## src/rtl/uart_cmd_rx.sv

```systemverilog
// uart_cmd_rx: 8N1 receiver plus 3-byte command frame parser.
// Emits one-cycle control pulses for write/read/stop/soft-reset.
`timescale 1ns/1ps
module uart_cmd_rx #(
  parameter int          CLKS_PER_BIT = 64,
  parameter int          TIMEOUT_CLKS = 65536,
  parameter logic [7:0]  HEADER       = 8'hA5
) (
  input  logic       clk,
  input  logic       rst_n,
  input  logic       rx,
  output logic       rx_dv,
  output logic [7:0] rx_byte,
  output logic       frame_err,
  output logic       start_write,
  output logic       start_read,
  output logic       stop_cmd,
  output logic       soft_rst,
  output logic       cmd_err,
  output logic [7:0] last_opcode,
  output logic       busy
);

  localparam int CW = $clog2(CLKS_PER_BIT);
  localparam int TW = $clog2(TIMEOUT_CLKS + 1);
  localparam logic [CW-1:0] CNT_MID = CW'((CLKS_PER_BIT - 1) / 2);
  localparam logic [CW-1:0] CNT_END = CW'(CLKS_PER_BIT - 1);
  localparam logic [TW-1:0] T_FIRE  = TW'(TIMEOUT_CLKS - 2);
  localparam logic [TW-1:0] T_MAX   = TW'(TIMEOUT_CLKS - 1);

  typedef enum logic [2:0] {
    RX_IDLE, RX_START, RX_DATA, RX_STOP, RX_CLEANUP
  } rx_state_t;

  typedef enum logic [1:0] {
    P_IDLE, P_OP, P_CHK
  } p_state_t;

  logic rx_meta, rx_s;

  rx_state_t rx_state, rx_nxt;
  logic [CW-1:0] cnt, cnt_nxt;
  logic [2:0] idx, idx_nxt;
  logic [7:0] sh, sh_nxt;
  logic brk, brk_nxt;
  logic dv_nxt, ferr_nxt;

  p_state_t p_state, p_nxt;
  logic [7:0] op, op_nxt;
  logic [7:0] lop_nxt;
  logic [TW-1:0] tcnt, t_nxt;
  logic sw_n, sr_n, sp_n, so_n, ce_n;

  always_ff @(posedge clk or negedge rst_n) begin
    if (!rst_n) begin
      rx_meta <= 1'b1;
      rx_s    <= 1'b1;
    end else begin
      rx_meta <= rx;
      rx_s    <= rx_meta;
    end
  end

  // brk blocks a new start after a low stop bit until the line goes high
  always_comb begin
    rx_nxt   = rx_state;
    cnt_nxt  = cnt + 1'b1;
    idx_nxt  = idx;
    sh_nxt   = sh;
    brk_nxt  = brk & ~rx_s;
    dv_nxt   = 1'b0;
    ferr_nxt = 1'b0;
    unique case (rx_state)
      RX_IDLE: begin
        cnt_nxt = '0;
        if (!rx_s && !brk) rx_nxt = RX_START;
      end
      RX_START: begin
        if (cnt == CNT_MID) begin
          cnt_nxt = '0;
          idx_nxt = '0;
          rx_nxt  = rx_s ? RX_IDLE : RX_DATA;
        end
      end
      RX_DATA: begin
        if (cnt == CNT_END) begin
          cnt_nxt = '0;
          sh_nxt  = {rx_s, sh[7:1]};
          idx_nxt = idx + 1'b1;
          if (idx == 3'd7) rx_nxt = RX_STOP;
        end
      end
      RX_STOP: begin
        if (cnt == CNT_END) begin
          cnt_nxt  = '0;
          dv_nxt   = rx_s;
          ferr_nxt = ~rx_s;
          brk_nxt  = ~rx_s;
          rx_nxt   = RX_CLEANUP;
        end
      end
      RX_CLEANUP: begin
        cnt_nxt = '0;
        rx_nxt  = RX_IDLE;
      end
      default: begin
        cnt_nxt = '0;
        rx_nxt  = RX_IDLE;
      end
    endcase
  end

  always_ff @(posedge clk or negedge rst_n) begin
    if (!rst_n) begin
      rx_state  <= RX_IDLE;
      cnt       <= '0;
      idx       <= '0;
      sh        <= '0;
      brk       <= 1'b0;
      rx_dv     <= 1'b0;
      frame_err <= 1'b0;
      rx_byte   <= '0;
    end else begin
      rx_state  <= rx_nxt;
      cnt       <= cnt_nxt;
      idx       <= idx_nxt;
      sh        <= sh_nxt;
      brk       <= brk_nxt;
      rx_dv     <= dv_nxt;
      frame_err <= ferr_nxt;
      if (dv_nxt) rx_byte <= sh;
    end
  end

  // T_FIRE is one short so the registered cmd_err lands
  // TIMEOUT_CLKS clks after the last rx_dv
  always_comb begin
    p_nxt   = p_state;
    op_nxt  = op;
    lop_nxt = last_opcode;
    t_nxt   = tcnt;
    sw_n    = 1'b0;
    sr_n    = 1'b0;
    sp_n    = 1'b0;
    so_n    = 1'b0;
    ce_n    = 1'b0;
    if (p_state != P_IDLE && tcnt != T_MAX)
      t_nxt = tcnt + 1'b1;
    if (rx_dv) t_nxt = '0;
    unique case (p_state)
      P_IDLE: begin
        if (rx_dv && rx_byte == HEADER) p_nxt = P_OP;
      end
      P_OP: begin
        if (rx_dv) begin
          op_nxt = rx_byte;
          p_nxt  = P_CHK;
        end
      end
      P_CHK: begin
        if (rx_dv) begin
          p_nxt = P_IDLE;
          if (rx_byte != (HEADER ^ op)) begin
            ce_n = 1'b1;
          end else begin
            unique case (1'b1)
              (op == 8'h01): sw_n = 1'b1;
              (op == 8'h02): sr_n = 1'b1;
              (op == 8'h03): sp_n = 1'b1;
              (op == 8'h04): so_n = 1'b1;
              default:       ce_n = 1'b1;
            endcase
          end
          if (!ce_n) lop_nxt = op;
        end
      end
      default: p_nxt = P_IDLE;
    endcase
    if (p_state != P_IDLE && !rx_dv &&
        (ferr_nxt || tcnt == T_FIRE)) begin
      p_nxt = P_IDLE;
      ce_n  = 1'b1;
    end
  end

  always_ff @(posedge clk or negedge rst_n) begin
    if (!rst_n) begin
      p_state     <= P_IDLE;
      op          <= '0;
      tcnt        <= '0;
      last_opcode <= '0;
      start_write <= 1'b0;
      start_read  <= 1'b0;
      stop_cmd    <= 1'b0;
      soft_rst    <= 1'b0;
      cmd_err     <= 1'b0;
    end else begin
      p_state     <= p_nxt;
      op          <= op_nxt;
      tcnt        <= t_nxt;
      last_opcode <= lop_nxt;
      start_write <= sw_n;
      start_read  <= sr_n;
      stop_cmd    <= sp_n;
      soft_rst    <= so_n;
      cmd_err     <= ce_n;
    end
  end

  assign busy = (rx_state != RX_IDLE) | (p_state != P_IDLE);

endmodule

```

## config.mk

```make
export PLATFORM = sky130hd
export DESIGN_NAME = uart_cmd_rx
export DESIGN_NICKNAME = d
export VERILOG_FILES = /design/src/rtl/uart_cmd_rx.sv
export SDC_FILE = /design/constraint.sdc
export NUM_CORES = 1
export LEC_CHECK = 0
export CORE_MARGIN = 2
export CORE_UTILIZATION = 56
export CTS_CLUSTER_SIZE = 40
export DETAILED_ROUTE_END_ITERATION = 10
export HOLD_SLACK_MARGIN = 0.05
export PLACE_DENSITY_LB_ADDON = 0.1
export SYNTH_ARGS = -nofsm -noshare
export SYNTH_HDL_FRONTEND = slang
export SYNTH_SLANG_ARGS = --single-unit
```

## constraint.sdc

```tcl
create_clock -name clk -period 3.3 [get_ports clk]
set_input_delay 0.825 -clock clk [delete_from_list [all_inputs] [get_ports clk]]
set_output_delay 0.825 -clock clk [all_outputs]
set_load 0.1 [all_outputs]
```

==> flow_summary_export.csv <==
group,metric,value,unit
finish,num_antenna_cells,0,
clocking,clock_sink_count,73,
die,chipWidth,81.1,um
clocking,ctsHoldBuffers,0,
finish,drive_above_1_share,24.9,%
synthesis,synth_warnings,0,
synthesis,netlist-cell-type-count,49,
detailed_routing,drcViolationCount,0,
synthesis,syn_avg_cell_area,11.6,um^2
finish,layout.cells.most_common_list,"71 x sky130_fd_sc_hd__dfrtp_1, 25 x sky130_fd_sc_hd__nor2_1, 25 x sky130_fd_sc_hd__buf_4",
die,boundaryPins,27,
global_routing,grt_pass1_vias,2022,
clocking,clock_path_buffers,2,
global_routing,grt_pass1_wl,9510,um
setup_path,r2r-start,"tcnt[7]",
power_and_ir_drop,pleak,0.00179,uW
setup_path,kind_of_capture_point_of_the_worst_setup_path,"flip-flop",
min_path,holdCritPathClass,"flip-flop to flip-flop",
sta,period_share,71.2,%
die,core_area,5820,um^2
finish,most_frequent_standard_cell_in_the_layout_excluding_fill_and_tap_cells,"sky130_fd_sc_hd__dfrtp_1",
detailed_routing,firstDrtPassIters,4,
setup_path,path_class,"flip-flop to flip-flop",
detailed_routing,drtAntennaViolNets,0,
die,die_h,81.1,um
min_path,min_from,"rx_meta",
power_and_ir_drop,worst_ir_drop_vdd,359,uV
clocking,cts_setup_buffers,0,
flow_run,drv.max_cap_violation_count,0,
detailed_routing,post_drt_via_cell_ratio,5.56,
clocking,cts_root_buffer,"sky130_fd_sc_hd__clkbuf_8",
sta,min_period,2.35,ns
finish,nNetsFinal,325,
global_routing,antenna_found_initial,0,
clocking,clock_tree_from_tritoncts,"yes",
die,dieArea,6580,um^2
detailed_routing,drtIter0Drc,155,
finish,filler_cell_count,485,
synthesis,synth_async_sr_flop_share,100,%
placed_design,hpwlAfterDp,3940,um
finish,multi_input_comb_area,1400,um^2
status,run_status,"finished, final reports clean",
setup_path,required_arrival_time_at_the_worst_endpoint,3.57,ns
clocking,clkLatencyLatePin,0.34,ns
sta,max-slew-margin-rel,56.4,%
synthesis,synth_area,3330,um^2
placed_design,io_buffers,26,
die,floorplan.initialDensity,57.2,%
sta,timing.final.max_slew_violations,0,
finish,register_area,1830,um^2
sta,setup_violations,0,
detailed_routing,finalWirelength,5740,um
synthesis,synth_flop_type,"sky130_fd_sc_hd__dfrtp_1",
sta,layout_setup_ws,0.952,ns
setup_path,critPathLaunchType,"flip-flop",
die,num_rows,28,
sta,tightest_slew,0.650,ns
sta,post_route_setup_tns,0,ns
sta,skew,0.00731,ns
global_routing,global_route.usage.total,19.3,%
placed_design,finalWeightedCongestion,0.814,
detailed_routing,routed-via-count,2200,
global_routing,overflow,0,
clocking,post_cts_resized,0,
clocking,path_clk_slew,0.08,ns
synthesis,synth_sequential_area_ratio,55.0,%
clocking,cts_buffers,9,
synthesis,syn_nets,296,
global_routing,largest_net_degree_at_the_start_of_global_routing,47,
power_and_ir_drop,pwr_density_cell,510,nW/um^2
setup_path,cp.arrival,2.62,ns
clocking,htreeDepth,3,
finish,area_growth_syn_to_layout,15.4,%
sta,max_freq,426,MHz
synthesis,synth.ff_latch_count,73,
setup_path,timing.critical_path.fanout_max,12,
placed_design,preCtsSetupSlack,0.970,ns
sta,unrepaired_setup_endpoints_after_global_routing,"no",
sta,count_of_final_hold_check_violations,0,
synthesis,number_of_enable_flip_flop_cells_after_synthesis,0,
synthesis,netlist_instances,287,
detailed_routing,wl_per_cell,14.5,um
setup_path,critical_path_startpoint,"tcnt[7]",
worst max-delay path, stage by stage, from the launching register on:
cell and delay (ns):
sky130_fd_sc_hd__dfrtp_1 0.42, sky130_fd_sc_hd__and4_1 0.25, sky130_fd_sc_hd__nand3_1 0.15, sky130_fd_sc_hd__nor3_1 0.08
sky130_fd_sc_hd__ha_1 0.17, sky130_fd_sc_hd__o21ba_2 0.39, sky130_fd_sc_hd__o2111ai_2 0.22, sky130_fd_sc_hd__or4_1 0.44
sky130_fd_sc_hd__a21oi_1 0.16
metrics by stage:
stage / cell area, um^2 / utilization (%) / cells / hold slack (ns) / total power [uW]
after global placement: 3600 / 61.8 / 380 / 0.347 / 1120
after floorplan: 3330 / - / 287 / 0.345 / 1080
after global routing: 3840 / 66.0 / 396 / 0.367 / 2050
final: 3840 / 66.0 / 396 / 0.357 / 1960
after CTS: 3840 / 66.0 / 396 / 0.358 / 1980
after detailed placement: 3600 / 61.8 / 380 / 0.347 / 1130
layout make-up:
type,instances,area share (%)
clock buffers,11,3.68
clock inverters,5,2.67
inverters,13,1.27
multi-input cells,191,36.5
flip-flops and latches,73,47.6
well taps,75,2.44
repair buffers,28,5.80
synthesized netlist by cell type (3+ instances only):
master	number	area, um^2
sky130_fd_sc_hd__a31oi_1	3	18.8
sky130_fd_sc_hd__inv_1	13	48.8
sky130_fd_sc_hd__or3_1	9	56.3
sky130_fd_sc_hd__nand3_1	12	60.1
sky130_fd_sc_hd__nand2_1	12	45.0
sky130_fd_sc_hd__and2_1	7	43.8
sky130_fd_sc_hd__nand4_1	4	25.0
sky130_fd_sc_hd__xor2_1	9	78.8
sky130_fd_sc_hd__mux2_2	24	270
sky130_fd_sc_hd__ha_1	6	75.1
sky130_fd_sc_hd__o21ai_0	11	55.1
sky130_fd_sc_hd__a22o_1	3	26.3
sky130_fd_sc_hd__a21oi_1	9	45.0
sky130_fd_sc_hd__nand3b_1	4	30.0
sky130_fd_sc_hd__clkbuf_1	5	18.8
sky130_fd_sc_hd__dfrtp_1	71	1780
sky130_fd_sc_hd__xnor2_1	6	52.6
sky130_fd_sc_hd__nor4_1	3	18.8
sky130_fd_sc_hd__and3_1	4	25.0
sky130_fd_sc_hd__nor2_1	25	93.8
sky130_fd_sc_hd__nor3_1	8	40.0
registers in the layout (all words and copies together) (netlist names), 2 cells and up:
register and count:
tcnt 17, p_state 2, rx_byte 8, op 8
sh 8, rx_state 3, idx 3, last_opcode 8
cnt 6
path summary, 6_finish.rpt:
check,endpoint,cells after the start,slack [ns]
min reg2reg,rx_s,0,0.36
max reg2reg,tcnt[14],8,0.95
min in group asynchronous,tcnt[9],1,0.49
min,rx_s,0,0.36
max in group asynchronous,idx[2],2,2.16
max,tcnt[14],8,0.95
cell families (layout without fill, tap and decap cells):
logic type      count (synthesis)  after routing  share of synthesized area [%]
xor+xnor                       15             15                           3.95
simple gates                  105            105                           19.0
buf+inv                        23             57                           2.93
compound gates                 40             40                           8.31
fa+ha+maj                       6              6                           2.26
mux                            25             25                           8.57
flops                          73             73                           55.0
layer usage:
layer  vias up  wire (um)  track usage (%)  part of all wire (%)
li1       1085          -                -                     -
met1      1075       2660             25.8                    46
met2        33       2800             29.8                    49
met3         7        216             6.67                   3.8
met4         0         65             6.10                   1.1
met5         -          0                0                     0
power by group:
part           internal (uW)  switching, uW  leakage (uW)  total, uW
logic                   54.1           73.3      0.000671        127
registers                932           49.2      0.000996        981
clock network            522            328      0.000120        849
total                   1510            450       0.00179       1960
(Power assumes the default switching activity.)
